--- config.mk ---
export PLATFORM = sky130hd
export DESIGN_NAME = regfile_alu_sequencer
export DESIGN_NICKNAME = d
export VERILOG_FILES = /design/src/rtl/regfile_alu_sequencer_pkg.sv /design/src/rtl/regfile_alu_sequencer_seq_op_decode.sv /design/src/rtl/regfile_alu_sequencer.sv
export SDC_FILE = /design/constraint.sdc
export NUM_CORES = 1
export LEC_CHECK = 0
export ABC_AREA = 1
export ABC_CLOCK_PERIOD_IN_PS = 1400
export BUFFER_PORTS_ARGS = -buffer_cell sky130_fd_sc_hd__buf_2
export CAP_MARGIN = 25
export CORE_UTILIZATION = 30
export DETAILED_ROUTE_END_ITERATION = 8
export SETUP_SLACK_MARGIN = 0.2
export SLEW_MARGIN = 20
export SYNTH_ARGS = -nofsm -noshare
export SYNTH_HDL_FRONTEND = slang
export SYNTH_HIERARCHICAL = 1
export SYNTH_SLANG_ARGS = --single-unit
--- constraint.sdc ---
create_clock -name clk -period 1.4 [get_ports clk]
set_input_delay 0.14 -clock clk [delete_from_list [all_inputs] [get_ports clk]]
set_output_delay 0.14 -clock clk [all_outputs]
set_load 0.005 [all_outputs]
--- src/rtl/regfile_alu_sequencer_pkg.sv ---
// Shared opcodes, ALU function selects and FSM encoding for the
// register-file/ALU command sequencer.
package regfile_alu_seq_pkg;

  // Command opcodes (4'hC..4'hF are illegal)
  localparam logic [3:0] OP_MOV  = 4'h0;
  localparam logic [3:0] OP_ADD  = 4'h1;
  localparam logic [3:0] OP_SUB  = 4'h2;
  localparam logic [3:0] OP_AND  = 4'h3;
  localparam logic [3:0] OP_ORR  = 4'h4;
  localparam logic [3:0] OP_EOR  = 4'h5;
  localparam logic [3:0] OP_ADDI = 4'h6;
  localparam logic [3:0] OP_SUBI = 4'h7;
  localparam logic [3:0] OP_LSL  = 4'h8;
  localparam logic [3:0] OP_LSR  = 4'h9;
  localparam logic [3:0] OP_CMP  = 4'hA;
  localparam logic [3:0] OP_SWAP = 4'hB;

  // FS[4:2] picks the function, FS[1] inverts A, FS[0] inverts B
  localparam logic [4:0] FS_AND = 5'b00000;
  localparam logic [4:0] FS_OR  = 5'b00100;
  localparam logic [4:0] FS_ADD = 5'b01000;
  localparam logic [4:0] FS_SUB = 5'b01001;
  localparam logic [4:0] FS_XOR = 5'b01100;
  localparam logic [4:0] FS_LSL = 5'b10000;
  localparam logic [4:0] FS_LSR = 5'b10100;

  typedef enum logic [2:0] {
    ST_IDLE = 3'd0,
    ST_EXEC = 3'd1,
    ST_SW1  = 3'd2,
    ST_SW2  = 3'd3,
    ST_SW3  = 3'd4,
    ST_ERR  = 3'd5
  } state_t;

  // Static datapath settings implied by an opcode
  typedef struct packed {
    logic [4:0] fs;
    logic       c0;
    logic       k_sel;
    logic       en_alu;
    logic       en_b;
    logic       w;
    logic       setf_allowed;
    logic       legal;
  } op_ctrl_t;

  function automatic logic op_is_legal(input logic [3:0] op);
    return (op <= OP_SWAP);
  endfunction

endpackage

--- src/rtl/regfile_alu_sequencer_seq_op_decode.sv ---
// Combinational decode of the registered opcode into datapath settings.
module seq_op_decode
  import regfile_alu_seq_pkg::*;
(
  input  logic [3:0] op,
  output op_ctrl_t   ctrl
);

  // Opcode lookup; anything not listed stays illegal with all controls low
  always_comb begin
    ctrl = '0;
    unique case (op)
      OP_MOV: begin
        ctrl.en_b = 1'b1; ctrl.w = 1'b1; ctrl.legal = 1'b1;
      end
      OP_ADD: begin
        ctrl.fs = FS_ADD; ctrl.en_alu = 1'b1; ctrl.w = 1'b1;
        ctrl.setf_allowed = 1'b1; ctrl.legal = 1'b1;
      end
      OP_SUB: begin
        ctrl.fs = FS_SUB; ctrl.c0 = 1'b1; ctrl.en_alu = 1'b1; ctrl.w = 1'b1;
        ctrl.setf_allowed = 1'b1; ctrl.legal = 1'b1;
      end
      OP_AND: begin
        ctrl.fs = FS_AND; ctrl.en_alu = 1'b1; ctrl.w = 1'b1; ctrl.legal = 1'b1;
      end
      OP_ORR: begin
        ctrl.fs = FS_OR; ctrl.en_alu = 1'b1; ctrl.w = 1'b1; ctrl.legal = 1'b1;
      end
      OP_EOR: begin
        ctrl.fs = FS_XOR; ctrl.en_alu = 1'b1; ctrl.w = 1'b1; ctrl.legal = 1'b1;
      end
      OP_ADDI: begin
        ctrl.fs = FS_ADD; ctrl.k_sel = 1'b1; ctrl.en_alu = 1'b1; ctrl.w = 1'b1;
        ctrl.setf_allowed = 1'b1; ctrl.legal = 1'b1;
      end
      OP_SUBI: begin
        ctrl.fs = FS_SUB; ctrl.c0 = 1'b1; ctrl.k_sel = 1'b1; ctrl.en_alu = 1'b1;
        ctrl.w = 1'b1; ctrl.setf_allowed = 1'b1; ctrl.legal = 1'b1;
      end
      OP_LSL: begin
        ctrl.fs = FS_LSL; ctrl.k_sel = 1'b1; ctrl.en_alu = 1'b1; ctrl.w = 1'b1;
        ctrl.legal = 1'b1;
      end
      OP_LSR: begin
        ctrl.fs = FS_LSR; ctrl.k_sel = 1'b1; ctrl.en_alu = 1'b1; ctrl.w = 1'b1;
        ctrl.legal = 1'b1;
      end
      OP_CMP: begin
        ctrl.fs = FS_SUB; ctrl.c0 = 1'b1; ctrl.en_alu = 1'b1; ctrl.legal = 1'b1;
      end
      OP_SWAP: begin
        ctrl.en_b = 1'b1; ctrl.w = 1'b1; ctrl.legal = 1'b1;
      end
      default: ctrl = '0;
    endcase
  end

endmodule

--- src/rtl/regfile_alu_sequencer.sv ---
// Command sequencer driving the 32x64 register file + ALU control word.
// One-cycle ops run in EXEC; SWAP walks SW1..SW3 through a scratch register.
module regfile_alu_sequencer
  import regfile_alu_seq_pkg::*;
#(
  parameter logic [4:0] SCRATCH_REG = 5'd30,
  parameter int         IMM_W       = 12
) (
  input  logic             clk,
  input  logic             rst,
  input  logic             cmd_valid,
  output logic             cmd_ready,
  input  logic [3:0]       cmd_op,
  input  logic [4:0]       cmd_rd,
  input  logic [4:0]       cmd_rn,
  input  logic [4:0]       cmd_rm,
  input  logic [IMM_W-1:0] cmd_imm,
  input  logic             cmd_setf,
  input  logic [3:0]       Status,
  output logic             W,
  output logic             EN_ALU,
  output logic             EN_B,
  output logic             K_SEL,
  output logic             C0,
  output logic [4:0]       SA,
  output logic [4:0]       SB,
  output logic [4:0]       DA,
  output logic [4:0]       FS,
  output logic [63:0]      K,
  output logic             done,
  output logic             err,
  output logic [3:0]       flags,
  output logic             busy
);

  state_t           state_reg, state_next;
  logic [3:0]       op_reg;
  logic [4:0]       rd_reg, rn_reg, rm_reg;
  logic [IMM_W-1:0] imm_reg;
  logic             setf_reg;
  logic [3:0]       flags_reg;
  op_ctrl_t         ctrl;
  logic             accept;
  logic             swap_conflict;

  assign accept        = (state_reg == ST_IDLE) && cmd_valid;
  assign swap_conflict = (cmd_rd == SCRATCH_REG) || (cmd_rn == SCRATCH_REG);

  seq_op_decode u_decode (
    .op   (op_reg),
    .ctrl (ctrl)
  );

  // State register; reset wins over any handshake in the same cycle
  always_ff @(posedge clk) begin
    if (rst) state_reg <= ST_IDLE;
    else     state_reg <= state_next;
  end

  // Command capture at the accepting edge; fields are held until the next accept
  always_ff @(posedge clk) begin
    if (rst) begin
      op_reg   <= '0;
      rd_reg   <= '0;
      rn_reg   <= '0;
      rm_reg   <= '0;
      imm_reg  <= '0;
      setf_reg <= 1'b0;
    end else if (accept) begin
      op_reg   <= cmd_op;
      rd_reg   <= cmd_rd;
      rn_reg   <= cmd_rn;
      rm_reg   <= cmd_rm;
      imm_reg  <= cmd_imm;
      setf_reg <= cmd_setf;
    end
  end

  // Flags load from ALU Status at the end of EXEC for CMP or a flag-setting arithmetic op
  always_ff @(posedge clk) begin
    if (rst) begin
      flags_reg <= '0;
    end else if (state_reg == ST_EXEC &&
                 (op_reg == OP_CMP || (setf_reg && ctrl.setf_allowed))) begin
      flags_reg <= Status;
    end
  end

  // Next-state selection; legality of the incoming command decides the branch
  always_comb begin
    state_next = state_reg;
    unique case (state_reg)
      ST_IDLE: begin
        if (cmd_valid) begin
          if (!op_is_legal(cmd_op))                state_next = ST_ERR;
          else if (cmd_op == OP_SWAP && swap_conflict) state_next = ST_ERR;
          else if (cmd_op == OP_SWAP)              state_next = ST_SW1;
          else                                     state_next = ST_EXEC;
        end
      end
      ST_EXEC: state_next = ST_IDLE;
      ST_SW1:  state_next = ST_SW2;
      ST_SW2:  state_next = ST_SW3;
      ST_SW3:  state_next = ST_IDLE;
      ST_ERR:  state_next = ST_IDLE;
      default: state_next = ST_IDLE;
    endcase
  end

  // Control word per state; IDLE and ERR leave the datapath fully quiet
  always_comb begin
    W      = 1'b0;
    EN_ALU = 1'b0;
    EN_B   = 1'b0;
    K_SEL  = 1'b0;
    C0     = 1'b0;
    SA     = '0;
    SB     = '0;
    DA     = '0;
    FS     = '0;
    K      = '0;
    done   = 1'b0;
    err    = 1'b0;
    unique case (state_reg)
      ST_EXEC: begin
        W      = ctrl.w;
        EN_ALU = ctrl.en_alu;
        EN_B   = ctrl.en_b;
        K_SEL  = ctrl.k_sel;
        C0     = ctrl.c0;
        FS     = ctrl.fs;
        SA     = ctrl.en_alu ? rn_reg : 5'd0;
        SB     = ctrl.en_b ? rn_reg : (ctrl.en_alu ? rm_reg : 5'd0);
        DA     = rd_reg;
        K      = ctrl.k_sel ? 64'(imm_reg) : 64'd0;
        done   = ctrl.legal;
      end
      ST_SW1: begin
        W = 1'b1; EN_B = 1'b1; SB = rn_reg; DA = SCRATCH_REG;
      end
      ST_SW2: begin
        W = 1'b1; EN_B = 1'b1; SB = rd_reg; DA = rn_reg;
      end
      ST_SW3: begin
        W = 1'b1; EN_B = 1'b1; SB = SCRATCH_REG; DA = rd_reg; done = 1'b1;
      end
      ST_ERR:  err = 1'b1;
      default: ;
    endcase
  end

  assign cmd_ready = (state_reg == ST_IDLE);
  assign busy      = (state_reg != ST_IDLE);
  assign flags     = flags_reg;

endmodule

==> metrics.md, run 1 <==
| Metric | Value |
|---|---|
| #FFs+latches synth | `39` |
| Die area | `~8700 um2` |
| Vias per inst | `4.38` |
| Switching pwr | `1.18 mW` |
| Worst Setup End Kind | `primary output` |
| Critical path type | `flop to primary output` |
| Vias in the first global route | `2233` |
| Max_cap viols | `0` |
| Total track usage | `15.5%` |
| Leakage | `1.84 nW` |
| Hold_buf cts | `0` |
| Initial DRC Count | `74` |
| Cells on Worst Hold Path | `3` |
| Num Clock Sinks | `39` |
| Starting Density | `31.6%` |
| Synth warnings | `6` |
| Sw Share | `between 30% and 40%` |
| Crit path max fanout | `6` |
| Synth area leader | `dfxtp_1` |
| Setup-failing EPs final | `37` |
| Clk buf depth | `2` |
| Combinational share of power | `35.2%` |
| Mapped Avg Cell Area | `6.78 um2` |
| Internal power | `approximately 2.3 mW` |
| RR Endpoint | `flags[1]` |
| Pre-CTS WS | `-0.0389 ns` |
| Fillcell total | `784` |
| Pwr dens | `908 nW/um2` |
| # DRC | `0` |
| Core Util, Final | `49.0%` |
| Hold Startpoint | `Status[3]` |
| Total CTS buffers | `5` |
| Sequential cell fraction of total power | `~36%` |
| Period minus WS final | `1.68 ns` |
| Drt first pass iters | `4` |
| Die height | `approximately 93 um` |
| Status | `finished, violations left` |
| CTS Root Cell | `clkbuf_8` |
| Clock Latency Late Sink | `0.29 ns` |
| Largest net degree at the start of global routing | `25` |
| Worst hold path class | `input pin to flop` |
| Most frequent cells in the layout | `79 x buf_2, 53 x conb_1, 42 x inv_1` |
| Top-area cell type share of the netlist area | `31.4%` |
| Row Count | `32` |
| Via count | `2564` |
| Failing checks | `negative setup slack` |
| Max Fclk | `594 MHz` |
| Ant diodes | `0` |
| WP data arrival | `1.54 ns` |
| Cells on worst reg2reg path | `11` |
| # nets final | `522` |
| Synth area leaders | `dfxtp_1 31%, buf_4 16%, o21ai_0 8.2%, inv_1 7.8%, a21oi_1 7.6%` |
| Fin. Hold Viols | `0` |
| Period utilization | `120%` |
| Synth Instances | `367` |
| Clock power frac | `about 28%` |
| Post-DP HPWL | `4870 um` |
| Final Max Tran Viols | `0` |
| Worst R2R Start | `op_reg[1]` |
| Area growth from synthesis to layout | `55.4%` |
| Largest register FFs | `12` |
| Worst setup margin | `-0.283 ns` |
| Final GP Congestion | `0.859` |
| WL per Instance | `12.6 um` |
| Worst Clk Skew | `0.00623 ns` |
| Die X | `between 90 and 100 um` |
| Grt total ovfl | `0` |
| First-pass GRT wire length | `10600 um` |
| Setup slack, reg-to-reg | `0.03 ns` |
| Fraction of layout cells with a size suffix above 1 | `around 52%` |
| Port-buffer cells | `82` |
| CTS tree | `built` |
| Worst EP required | `1.26 ns` |
| Final wirelength | `7400 um` |
| Initial antenna violation count | `0` |
| CP Launch Type | `flop` |
| Routed Antenna Nets | `0` |
| Power Total | `3.51 mW` |
| Post-synthesis cell type count | `26` |
| Worst hold endpoint | `flags[3]` |
| Leading cell type in the layout, fill and taps excluded | `buf_2` |
| Core region area | `7890 um2` |
| Cell area after synthesis | `2490 um2` |
| H-Tree Depth | `2` |
| Clk slew on worst S/H paths | `~0.080 ns` |
| Worst vdd ir | `499 uV` |
| Num ports | `136` |
| RSZ-0062 raised after global routing | `yes` |
| Post-synthesis sequential area ratio | `31.4%` |
==> cell families after synthesis <==
logic type / Yosys count / synth area share, %
buffers and inverters: 121 / 27.5
flip-flops: 39 / 31.4
AO/OA/AOI/OAI: 93 / 20.3
other: 2 / 0.302
AND/OR/NAND/NOR: 112 / 20.5
==> power by group through the flow <==
stage / clock [mW] / sequential, mW / combinational (mW)
after floorplan: 0 / 1.28 / 0.601
after global placement: 0 / 1.29 / 0.755
after detailed placement: 0 / 1.29 / 0.767
after CTS: 1.02 / 1.27 / 0.984
after global routing: 1.07 / 1.29 / 1.35
final: 0.995 / 1.28 / 1.24
==> Yosys cell counts, drive strengths merged <==
master / number
a21oi: 38
buf: 61
clkbuf: 3
conb: 2
dfxtp: 39
inv: 57
nand2: 47
nand3: 12
nand4: 1
nor2: 51
nor3b: 1
o2111ai: 1
o211ai: 2
o21ai: 44
o221ai: 7
o22ai: 1
==> area by class of cell <==
| class | count | area (um2) | share of cell area, % |
|---|---|---|---|
| Multi-Input combinational cell | 258 | 1660 | 43.0 |
| Timing Repair Buffer | 122 | 922 | 23.8 |
| Sequential cell | 39 | 805 | 20.8 |
| Inverter | 57 | 234 | 6.05 |
| Tap cell | 102 | 128 | 3.30 |
| Clock buffer | 6 | 82.6 | 2.14 |
| Clock inverter | 2 | 35.0 | 0.906 |
==> stage by stage <==
step	std cells	area, um2	setup TNS (ns)	hold WS [ns]
after floorplan	418	2700	0	0.202
after global placement	558	2940	-0.00488	0.371
after detailed placement	558	2940	-0.0810	0.378
after CTS	578	3380	-7.36	0.0729
after global routing	586	3870	-10.71	0.0906
final	586	3870	-7.70	0.0857
==> timing repair <==
action,4_1_cts,5_1_grt
gates cloned,2,5
pin swaps,16,26
buffers inserted,10,3
resized for setup,88,98
setup endpoints to repair,74,79
==> worst max-delay path by stage <==
| stage | startpoint | slack [ns] | endpoint |
|---|---|---|---|
| floorplan | op_reg[1] | 0.19 | SB[0] |
| global placement | op_reg[1] | -0.003 | SB[0] |
| detailed placement | op_reg[1] | -0.04 | SB[0] |
| CTS | op_reg[3] | -0.27 | SB[0] |
| global route | op_reg[0] | -0.35 | SB[1] |
| finish | op_reg[2] | -0.28 | K[4] |
==> worst max-delay path, stage by stage (launching register included) <==
cell	delay, ns
dfxtp_4	0.38
inv_6	0.08
nand2_4	0.06
buf_6	0.11
o21ai_2	0.12
nand2_2	0.12
clkbuf_16	0.20
nor2_1	0.07
buf_2	0.11
==> metal layers <==
metal | wire [um] | global-route usage (%) | part of all wire [%]
met2 | 3920 | 28.4 | 53
met4 | 57 | 3.59 | 0.77
met3 | 425 | 3.58 | 5.7
met5 | 0 | 0 | 0
met1 | 3000 | 18.2 | 41
Note: power is estimated with default switching activity, not from simulation.
==> run 2, diff against run 1 <==
Settings changed: ABC_CLOCK_PERIOD_IN_PS 1400 to 1700.
Clock period 1.4 ns to 1.7 ns, I/O delays scaled along.
==> run 2 against run 1 <==
Compared with the run above: register-to-register slack gained 0.30 ns; critical path type unchanged; global-route usage is 0.84 points lower; final area decreased by 9.5%; sequential share of layout area grew 2.0 points; the flow still finishes with violations (negative setup slack); sequential power shrank 19%; count of clock-buffer cells in the layout is the same; via count is 1.6% lower.
==> metrics.md, run 2 (synthesized netlist as in run 1, its figures left out) <==
| Metric | Value |
|---|---|
| Non-filler cells in the finished layout | `580 (was 586)` |
| Leakage | `1.72 nW (was 1.84 nW)` |
| Core region area | `7890 um2 (unchanged)` |
| Ant diodes | `0 (unchanged)` |
| Routed Antenna Nets | `0 (unchanged)` |
| Cells on Worst Hold Path | `3 (unchanged)` |
| Area growth from synthesis to layout | `40.7% (was 55.4%)` |
| Initial DRC Count | `113 (was 74)` |
| Crit path max fanout | `4 (was 6)` |
| Status | `finished, violations left (unchanged)` |
| Period utilization | `101%` |
| Worst hold path class | `input pin to flop (unchanged)` |
| Drt first pass iters | `5 (was 4)` |
| Max Fclk | `582 MHz` |
| RSZ-0062 raised after global routing | `yes (unchanged)` |
| TNS Setup | `-0.0261 ns (was -7.70 ns)` |
| CP Launch Type | `flop (unchanged)` |
| Row Count | `32 (unchanged)` |
| Critical path type | `flop to primary output (unchanged)` |
| Vias in the first global route | `2157 (was 2233)` |
| Hold Startpoint | `Status[1] (was Status[3])` |
| Final Max Tran Viols | `0 (unchanged)` |
| Final wirelength | `6790 um (was 7400 um)` |
| Initial antenna violation count | `0 (unchanged)` |
| Max_cap viols | `0 (unchanged)` |
| GRT Max-Usage Layer | `met2 (unchanged)` |
| Cells after DPL | `549 (was 558)` |
| Grt total ovfl | `0 (unchanged)` |
| Die height | `93.1 um (unchanged)` |
| Post-DP HPWL | `4760 um (was 4870 um)` |
| WP buf/inv | `3 (was 4)` |
| Worst Clk Skew | `0.00392 ns (was 0.00623 ns)` |
| Largest net degree at the start of global routing | `44 (was 25)` |
| Critical path's top delay family | `flip-flops (was buffers and inverters)` |
| Port-buffer cells | `82 (unchanged)` |
| Period minus WS final | `1.72 ns` |
| H-Tree Depth | `2 (unchanged)` |
| Worst R2R Start | `state_reg[1] (was op_reg[1])` |
| Fin. Hold Viols | `0 (unchanged)` |
| Worst setup margin | `-0.0173 ns (was -0.283 ns)` |
| First-pass GRT wire length | `10000 um (was 10600 um)` |
| Total CTS buffers | `5 (unchanged)` |
| CTS Root Cell | `clkbuf_8 (unchanged)` |
| Setup-failing EPs final | `3 (was 37)` |
| Die X | `93.1 um (unchanged)` |
| Vias per inst | `4.35 (was 4.38)` |
| Worst hold endpoint | `flags[1] (was flags[3])` |
| Fraction of layout cells with a size suffix above 1 | `43.5% (was 52.1%)` |
| Setup slack, reg-to-reg | `0.33 ns (was 0.03 ns)` |
| M3 GR Usage | `2.76% (was 3.58%)` |
| Most frequent cells in the layout | `81 x buf_2, 53 x conb_1, 42 x inv_1 (was 79 x buf_2, 53 x conb_1, 42 x inv_1)` |
| RR Endpoint | `flags[0] (was flags[1])` |
| WP data arrival | `1.55 ns (was 1.54 ns)` |
| Largest register FFs | `12 (unchanged)` |
| Max stage delay cell, worst path | `dfxtp_4 (unchanged)` |
| Failing checks | `negative setup slack (unchanged)` |
| Num Clock Sinks | `39 (unchanged)` |
| Total track usage | `14.7% (was 15.5%)` |
| Clock Latency Late Sink | `0.29 ns (about the same)` |
| Cells on worst reg2reg path | `9 (was 11)` |
| Max stage delay on crit path | `0.38 ns (about the same)` |
| Via count | `2523 (was 2564)` |
| Clk buf depth | `2 (unchanged)` |
| CTS tree | `built (unchanged)` |
| Starting Density | `31.6% (unchanged)` |
| Pwr dens | `728 nW/um2 (was 908 nW/um2)` |
| # DRC | `0 (unchanged)` |
| Worst EP required | `1.53 ns (was 1.26 ns)` |
| Leading cell type in the layout, fill and taps excluded | `buf_2 (unchanged)` |
| WL per Instance | `11.7 um (was 12.6 um)` |
| # nets final | `517 (was 522)` |
| Routing usage on met2 | `25.3% (was 28.4%)` |
| Worst Setup End Kind | `primary output (unchanged)` |
| Num ports | `136 (unchanged)` |
| Worst vdd ir | `367 uV (was 499 uV)` |
| CP cell instances | `nor2_4 -> nand2_2 -> nand2_2 -> inv_4 -> inv_4 -> o21ai_1 -> o211ai_1 -> o221ai_1 -> buf_2 (was inv_6 -> nand2_4 -> buf_6 -> o21ai_2 -> nand2_2 -> clkbuf_16 -> nor2_1 -> buf_2)` |
| Die area | `8660 um2 (unchanged)` |
| Clk slew on worst S/H paths | `0.08 ns (about the same)` |
| Final GP Congestion | `0.870 (was 0.859)` |
| CP Depth | `9 (was 8)` |
| GR Layer Usage met1 | `18.5% (was 18.2%)` |
## run 2: changes by cell type in the layout (fill, tap and decap cells not counted), sizes merged
cell and delta:
buf -1, clkbuf -4, bufinv -1
## run 2: stage by stage
step	setup WS (ns)	cell area, um2	util [%]	power (mW)	hold WS, ns
2_1_floorplan	0.351	2680	-	1.53	0.239
3_3_place_gp	0.111	2840	36.0	1.66	0.423
3_5_place_dp	0.0830	2840	36.0	1.66	0.431
4_1_cts	0.00232	3210	40.7	2.46	0.111
5_1_grt	-0.0793	3500	44.4	2.70	0.114
6_report	-0.0173	3500	44.4	2.55	0.110
## run 2: metal layers
metal | vias to the layer above | wire length, um
met5 | - | 0
met4 | 0 | 104
met3 | 12 | 386
met2 | 101 | 3400
met1 | 1123 | 2890
li1 | 1287 | -
## run 2: area by class of cell
| class | instances | area (um2) |
|---|---|---|
| clock buffer | 6 | 82.6 |
| clock inverter | 1 | 5.00 |
| fill | 853 | 4390 |
| inverter | 57 | 234 |
| multi-input combinational | 258 | 1490 |
| sequential | 39 | 800 |
| tap | 102 | 128 |
| timing repair buffer | 117 | 762 |
## run 2: what timing repair did
item / CTS / global route
endpoints found under the setup margin: 37 / 41
resized for setup: 55 / 71
buffers inserted: 15 / 8
hold buffers: 0 / 0
pin swaps: 8 / 15
gates cloned: 0 / 1
## run 2: worst reg2reg max path, stage by stage, from the launching register on
cell and delay, ns:
dfxtp_2 0.32, inv_2 0.07, nand2_2 0.07, nor2_4 0.20, buf_6 0.13, buf_6 0.09, buf_4 0.10, nand2_2 0.08
o21ai_0 0.16, nor2_1 0.05
## run 2: power by group
group	switching, mW	internal, mW
registers	0.0491	0.996
clock network	0.328	0.319
logic	0.505	0.352
total	0.883	1.67
## run 2: worst max-delay path by stage
stage | start | endpoint | slack [ns]
finish | op_reg[3] | SB[0] | -0.02
global route | op_reg[1] | SA[3] | -0.08
CTS | op_reg[1] | SB[1] | 0.002
detailed placement | op_reg[2] | SB[4] | 0.08
global placement | op_reg[3] | SB[4] | 0.11
floorplan | op_reg[3] | SB[0] | 0.35
